--- src/rtl/scroll_display_mux.sv ---
// Scrolling text feeder for a 4-digit multiplexed display: buffers ASCII text and
// presents one character per refresh slot with its active-low anode enable.
module scroll_display_mux #(
  parameter int DEPTH       = 16,
  parameter int REFRESH_DIV = 100000,
  parameter int SCROLL_DIV  = 50000000
) (
  input  logic                     clk,
  input  logic                     reset,
  input  logic                     wr_en,
  input  logic [7:0]               wr_char,
  input  logic                     clear,
  input  logic                     scroll_en,
  output logic [7:0]               char,
  output logic [3:0]               an,
  output logic [$clog2(DEPTH):0]   len,
  output logic                     full
);

  localparam int AW = $clog2(DEPTH);
  localparam int LW = AW + 1;
  localparam int RW = $clog2(REFRESH_DIV + 1);
  localparam int SW = $clog2(SCROLL_DIV + 1);
  localparam logic [RW-1:0] REFRESH_LAST = RW'(REFRESH_DIV - 1);
  localparam logic [SW-1:0] SCROLL_LAST  = SW'(SCROLL_DIV - 1);
  localparam logic [7:0]    SPACE        = 8'h20;

  logic [7:0]    mem_q [DEPTH];
  logic [LW-1:0] len_q, len_d;
  logic [LW-1:0] offset_q, offset_d;
  logic [RW-1:0] refresh_q, refresh_d;
  logic [SW-1:0] scroll_q, scroll_d;
  logic [1:0]    digit_q, digit_d;
  logic [3:0]    an_q, an_d;
  logic [7:0]    char_q, char_d;

  logic          full_s, wr_ok_s, refresh_tick_s, scroll_active_s, scroll_tick_s;
  logic [LW:0]   vlen_s, sum_s;
  logic [LW-1:0] idx_s;
  logic [7:0]    sel_char_s;

  assign full_s  = (len_q == LW'(DEPTH));
  assign wr_ok_s = wr_en & ~full_s & ~clear;

  // Text buffer RAM; deliberately not reset.
  always_ff @(posedge clk) begin
    if (wr_ok_s) begin
      mem_q[len_q[AW-1:0]] <= wr_char;
    end
  end

  // Next-state logic for counters, buffer length, scroll offset and display outputs.
  always_comb begin
    refresh_d       = refresh_q;
    digit_d         = digit_q;
    scroll_d        = scroll_q;
    len_d           = len_q;
    offset_d        = offset_q;
    an_d            = an_q;
    char_d          = char_q;
    sel_char_s      = SPACE;
    vlen_s          = (LW + 1)'(len_q) + (LW + 1)'(1);
    sum_s           = '0;
    idx_s           = '0;

    refresh_tick_s  = (refresh_q == REFRESH_LAST);
    scroll_active_s = scroll_en && (len_q > LW'(4));
    scroll_tick_s   = scroll_active_s && (scroll_q == SCROLL_LAST);

    if (refresh_tick_s) begin
      refresh_d = '0;
      digit_d   = digit_q + 2'd1;
    end else begin
      refresh_d = refresh_q + RW'(1);
    end

    if (clear || !scroll_active_s || scroll_tick_s) begin
      scroll_d = '0;
    end else begin
      scroll_d = scroll_q + SW'(1);
    end

    if (clear) begin
      len_d    = '0;
      offset_d = '0;
    end else begin
      if (wr_ok_s) begin
        len_d = len_q + LW'(1);
      end else begin
        len_d = len_q;
      end
      if (scroll_tick_s) begin
        offset_d = (offset_q == len_q) ? LW'(0) : offset_q + LW'(1);
      end else begin
        offset_d = offset_q;
      end
    end

    // offset + digit < 2L, so a single conditional subtract gives the modulo.
    sum_s = (LW + 1)'(offset_q) + (LW + 1)'(digit_d);
    idx_s = (sum_s >= vlen_s) ? LW'(sum_s - vlen_s) : LW'(sum_s);

    if (len_q == LW'(0)) begin
      sel_char_s = SPACE;
    end else if (len_q <= LW'(4)) begin
      sel_char_s = (LW'(digit_d) < len_q) ? mem_q[AW'(digit_d)] : SPACE;
    end else begin
      sel_char_s = (idx_s == len_q) ? SPACE : mem_q[idx_s[AW-1:0]];
    end

    if (refresh_tick_s) begin
      an_d   = ~(4'b1000 >> digit_d);
      char_d = sel_char_s;
    end else begin
      an_d   = an_q;
      char_d = char_q;
    end
  end

  // State registers.
  always_ff @(posedge clk or posedge reset) begin
    if (reset) begin
      refresh_q <= '0;
      digit_q   <= 2'd0;
      scroll_q  <= '0;
      len_q     <= '0;
      offset_q  <= '0;
      an_q      <= 4'b0111;
      char_q    <= SPACE;
    end else begin
      refresh_q <= refresh_d;
      digit_q   <= digit_d;
      scroll_q  <= scroll_d;
      len_q     <= len_d;
      offset_q  <= offset_d;
      an_q      <= an_d;
      char_q    <= char_d;
    end
  end

  assign char = char_q;
  assign an   = an_q;
  assign len  = len_q;
  assign full = full_s;

endmodule

--- config.mk ---
export PLATFORM = sky130hd
export DESIGN_NAME = scroll_display_mux
export DESIGN_NICKNAME = d
export VERILOG_FILES = /design/src/rtl/scroll_display_mux.sv
export SDC_FILE = /design/constraint.sdc
export NUM_CORES = 1
export LEC_CHECK = 0
export CORE_ASPECT_RATIO = 1.1
export CORE_UTILIZATION = 40
export CTS_BUF_LIST = sky130_fd_sc_hd__clkbuf_4
export CTS_CLUSTER_DIAMETER = 120
export DETAILED_ROUTE_END_ITERATION = 16
export DONT_BUFFER_PORTS = 1
export PLACE_DENSITY = 0.57
export SYNTH_ARGS = -nofsm -noshare
export SYNTH_HDL_FRONTEND = slang
export SYNTH_SLANG_ARGS = --single-unit
--- constraint.sdc ---
create_clock -name clk -period 5.55 [get_ports clk]
set_input_delay 0.8325 -clock clk [delete_from_list [all_inputs] [get_ports clk]]
set_output_delay 0.8325 -clock clk [all_outputs]
set_load 0.03 [all_outputs]
# After elaboration in Yosys (flattened, before gate mapping)

Memory sizes are Yosys's and may differ from the RTL's.
Index checks and enable logic that the tools add are counted.

Shift-type cells: 1
Order comparisons: 4
Bitwise operators: 5
Reduce and logical (&&, ||, !) cells: 8
Equality and inequality tests: 5
Muxes and demuxes: 15
Add/sub/neg operators: 8

Operator list:

| kind                  | number |
|---|---|
| $mux 8                | 4 |
| $mux 5                | 6 |
| $add 26x1->26 const B | 1 |
| $eq 26x26->1 const B  | 1 |
| $mux 26               | 1 |
| $add 17x1->17 const B | 1 |
| $eq 17x17->1 const B  | 1 |
| $mux 17               | 1 |
| $add 5x1->5 const B   | 2 |
| $eq 5x5->1            | 2 |
| $add 5x1->6 const B   | 1 |
| $add 5x2->6           | 1 |
| $ge 6x6->1            | 1 |
| $eq 5x5->1 const B    | 1 |
| $gt 5x3->1 const B    | 1 |
| $le 5x3->1 const B    | 1 |
| $logic_not 5->1       | 1 |
| $lt 2x5->1            | 1 |
| $sub 5x5->5           | 1 |
| $not 4->4             | 1 |
| $reduce_bool 2->1     | 2 |
| $shr 4x2->4 const A   | 1 |
| $add 2x1->2 const B   | 1 |
| $and 1x1->1           | 2 |
| 6 further kinds       | 10 |

Memory bits (writable): 128
Output and inout port bits: 18
Logic and storage cells: 54
Register bits after elaboration: 67
Input port bits: 13
Memories: 1

Memories:

| name  | depth | width | rd ports | clocked after memory_dff | write ports | line | text |
|---|---|---|---|---|---|---|---|
| mem_q | 16    | 8     | 2        | 0                        | 1           | 28   | `logic [7:0] mem_q [DEPTH];` |

# Longest topological paths before layout

Depth in word-level cells: 9
Mapped depth: 22
Depth with buffers taken out: 18

# Least setup slack after synthesis

Ideal clock, no wire load.

Path kind: register to register
Start: reg refresh_q[0]
End: reg char_q[5], in the netlist char[5]
Arrival time: 4641 ps
Path slack: 832 ps
Period minus slack after synthesis: 4718 ps
Buffers on the path: 1
Cell stages (with the launch flop): 20
Data required time: 5473 ps
Setup time: 77 ps
Cells stage by stage: dfrtp_1 ha_1 and4_1 nand2_1 nor2_1 clkbuf_1 nand2_1 xnor2_1 inv_1 fa_1 nor2_1 xor2_1 ha_1 nand2_1 o221ai_4 mux2i_2 xnor2_1 nand3_2 or3_1 a31oi_1

Longest elaborated chain between the ends: 9
Elaborated cells on any way between the ends: 13
Classes of those cells: 2 x add/sub; 2 x order compare; 2 x eq/ne; 6 x mux; 1 x memory

RTL lines:

| what                                       | line | text |
|---|---|---|
| from (decl)                                | 31   | `logic [RW-1:0] refresh_q, refresh_d;` |
| from (signal assigned)                     | 131  | `refresh_q <= refresh_d;` |
| $eq 17x17->1 *                             | 66   | `refresh_tick_s = (refresh_q == REFRESH_LAST);` |
| $mux 2 *                                   | 70   | `if (refresh_tick_s) begin` |
| named net digit_d[1]                       | 33   | `logic [1:0] digit_q, digit_d;` |
| $add 5x2->6                                | 100  | `sum_s = (LW + 1)'(offset_q) + (LW + 1)'(digit_d);` |
| $sub 5x5->5 or $ge 6x6->1 (tied branches)  | 101  | `idx_s = (sum_s >= vlen_s) ? LW'(sum_s - vlen_s) : LW'(sum_s);` |
| $mux 5                                     | 101  |  |
| $mem_v2 16x8 or $eq 5x5->1 (tied branches) | -    |  |
| $mux 8                                     | 108  | `sel_char_s = (idx_s == len_q) ? SPACE : mem_q[idx_s[AW-1:0]];` |
| $mux 8 *                                   | 105  | `end else if (len_q <= LW'(4)) begin` |
| $mux 8 *                                   | 103  | `if (len_q == LW'(0)) begin` |
| to (signal assigned)                       | 137  | `char_q <= char_d;` |
| to (decl)                                  | 35   | `logic [7:0] char_q, char_d;` |

The timed path passes the listed nets; every way through them passes the cells marked *.
A chain may end at the register's enable or synchronous reset.

# Final worst setup path

Ends and elaborated chain as after synthesis.

==> metrics.txt <==
P_leak 3.76 nW; maximum vdd ir drop 179 uV; DP Area 9820 um^2; CTS Buf Count 17; vias in the first global route approximately 6200; CP Class reg -> reg; Clk Latency, worst-skew pair ~0.62 ns; H-tree depth 4; Via density 5.71; clock skew 0.0360 ns; Vias between 6000 and 7000; Die Ht between 150 and 200 um; r2r setup slk between 0.3 and 0.4 ns; share of layout cells above drive strength 1 a little over 10%; Worst Path Required roughly 6 ns; Initial Util just over 40%; final core occ between 40% and 50%; core area 23100 um^2; Site Rows 58; CTS tree built; cell taking the most area after synthesis edfxtp_1; Residual DRC 0; Slew @ Worst Pin 1.24 ns; Syn Nets 811; Max Fclk ~190 MHz; path type of the worst min-delay path in -> reg; outcome completed; CP Max Fanout 18; routed wire length approximately 23000 um; Synth area leaders edfxtp_1 41%, dfrtp_1 17%, mux2i_1 5.7%; period utilization between 90 and 100%; Synth cell types between 60 and 70; DIE AREA approximately 24000 um^2; sequential area share after synthesis between 50% and 60%; Yosys Warn Count 0; Die W 149 um; synthesized area between 9000 and 10000 um^2; Port Buffers 0; Synth Flop Type edfxtp_1; Post-Place Worst Slack 0.253 ns; Final WS setup ~0.39 ns; Clock transition at path regs about 0.17 ns; gr ovfl total 0; Detail Route Antenna Nets 0; Final Wtd Congestion about 0.85; Max-Cap Viols 0; synth cell count leaders 128 x edfxtp_1, 65 x nor2_1, 64 x nand2_1; setup TNS 0 ns; crit path time final 5.16 ns; FFs w/ async S/R, synth between 30 and 40%; number of synthesized register bits around 200; total track usage a little under 20%; Power, Total 2.80 mW; clock root buffer master clkbuf_4; Final Setup Violations 0; crit path launch type register; RSZ-0062 raised after global routing false; antenna violations before repair 1; count leader, synth edfxtp_1; first-pass GRT wire length 35900 um; Layout Nets 808; EDFF count, synth ~130; Relative slew margins 16.6%; max-slew violation count 0; wire per inst between 20 and 25 um; P per Cell Area ~280 nW/um^2; DP HPWL 15400 um; Syn Inst Count 779; Final Hold Viols 0; synthesis-to-layout area growth 7.14%; Hold-fix buffers, CTS 0; IO Count 31; clk sinks roughly 200; drt pass-1 iters 6; Mean Syn Cell Area roughly 12 um^2; largest net degree at the start of global routing 68; Max clock buf depth 2; post-route design area slightly above 10000 um^2; Iter 0 DRT Violations approximately 460; Crit. End Element register; WP data arrival between 5 and 6 ns; share of the synthesized area in the top cell type 40.5%
where the power goes:
part           internal [mW]  switching, mW  leakage (nW)  total [mW]
Combinational          0.164          0.280          1.54       0.445
Sequential              1.56         0.0106          2.06        1.57
Clock                  0.214          0.572         0.158       0.785
final cells by class:
cell class                 count  area [um^2]
antenna                        1         2.50
clock buffer                  17          128
clock inverter                15          175
fill                        2147        12900
inverter                      33          124
multi-input combinational    509         3660
sequential                   195         5530
tap                          300          375
timing repair buffer          20          170
repair_timing:
| action | 4_1_cts | 5_1_grt |
|---|---|---|
| endpoints found under the hold margin | 0 | 0 |
| buffers inserted | 0 | 2 |
| setup endpoints to repair | 0 | 8 |
| gates resized for setup | 0 | 5 |
per-layer routing:
layer / part of all wire, % / GRT usage, %
met1: 43 / 24.7
met2: 51 / 34.1
met4: 1.3 / 4.78
met5: 0 / 0
met3: 4.3 / 4.64
state kept, by name, summed over array words and instances, names as in the netlist:
register and count:
mem_q 128, scroll_q 26, refresh_q 17, char 8, len 5, offset_q 5
an 4, digit_q 2
logic make-up (layout without fill, tap and decap cells):
family / Yosys count / count (layout) / share of synthesized area, %
xor+xnor: 58 / 58 / 5.36
fa+ha+maj: 19 / 19 / 2.66
buf+inv: 75 / 85 / 3.50
flops: 195 / 195 / 58.3
other cells: 0 / 1 / 0
compound gates: 138 / 138 / 11.3
simple gates: 231 / 231 / 11.7
mux: 63 / 63 / 7.27
layout by cell type (no fill, tap or decap), types with 4 or more instances in the layout:
cell      instances
a211oi_1         30
a21oi_1          11
a221oi_1         16
a22oi_1           5
a311oi_1         13
a31oi_1           5
and2_1            5
and3_1            8
and4_1            5
buf_4            19
clkbuf_4         17
clkinv_8          4
dfrtp_1          63
dfstp_2           4
edfxtp_1        128
ha_1             17
inv_1            31
inv_8             5
mux2i_1          53
mux4_2            4
nand2_1          64
nand3_1          26
nand4_1          11
nor2_1           64
nor2b_1           8
nor3_1           11
nor4_1            6
o21a_1            4
o21ai_0          15
o31ai_1           9
o32ai_1           6
or3_1             8
xnor2_1          30
xor2_1           28
final timing paths:
check,start,end,cells past startpoint
hold reg to reg,refresh_q[0],refresh_q[0],1
setup / recovery,refresh_q[0],char[5],20
min in group asynchronous,reset,char[1],2
max in group asynchronous,reset,len[3],2
setup reg to reg,refresh_q[0],char[5],20
hold / removal,clear,len[0],1
metrics by stage:
step | hold WS (ns) | instances
2_1_floorplan | 0.448 | 779
3_3_place_gp | 0.463 | 1055
3_5_place_dp | 0.484 | 1055
4_1_cts | 0.244 | 1087
5_1_grt | 0.226 | 1090
6_report | 0.273 | 1090
critical path, stage by stage, from the launching register on:
cell and delay (ns):
dfrtp_1 0.43, ha_1 0.22, and4_1 0.26, nand2_1 0.18, nor2_2 0.23, nand2_1 0.09, xnor2_1 0.31, inv_1 0.11
fa_1 0.44, nor2_1 0.14, xor2_1 0.27, ha_1 0.26, nand4_2 0.14, o221ai_4 0.29, buf_4 0.30, mux2i_2 0.25
buf_4 0.24, xnor2_1 0.15, nand3_2 0.19, or3_1 0.43, a31oi_1 0.15
Power figures use the tool's default switching activity.
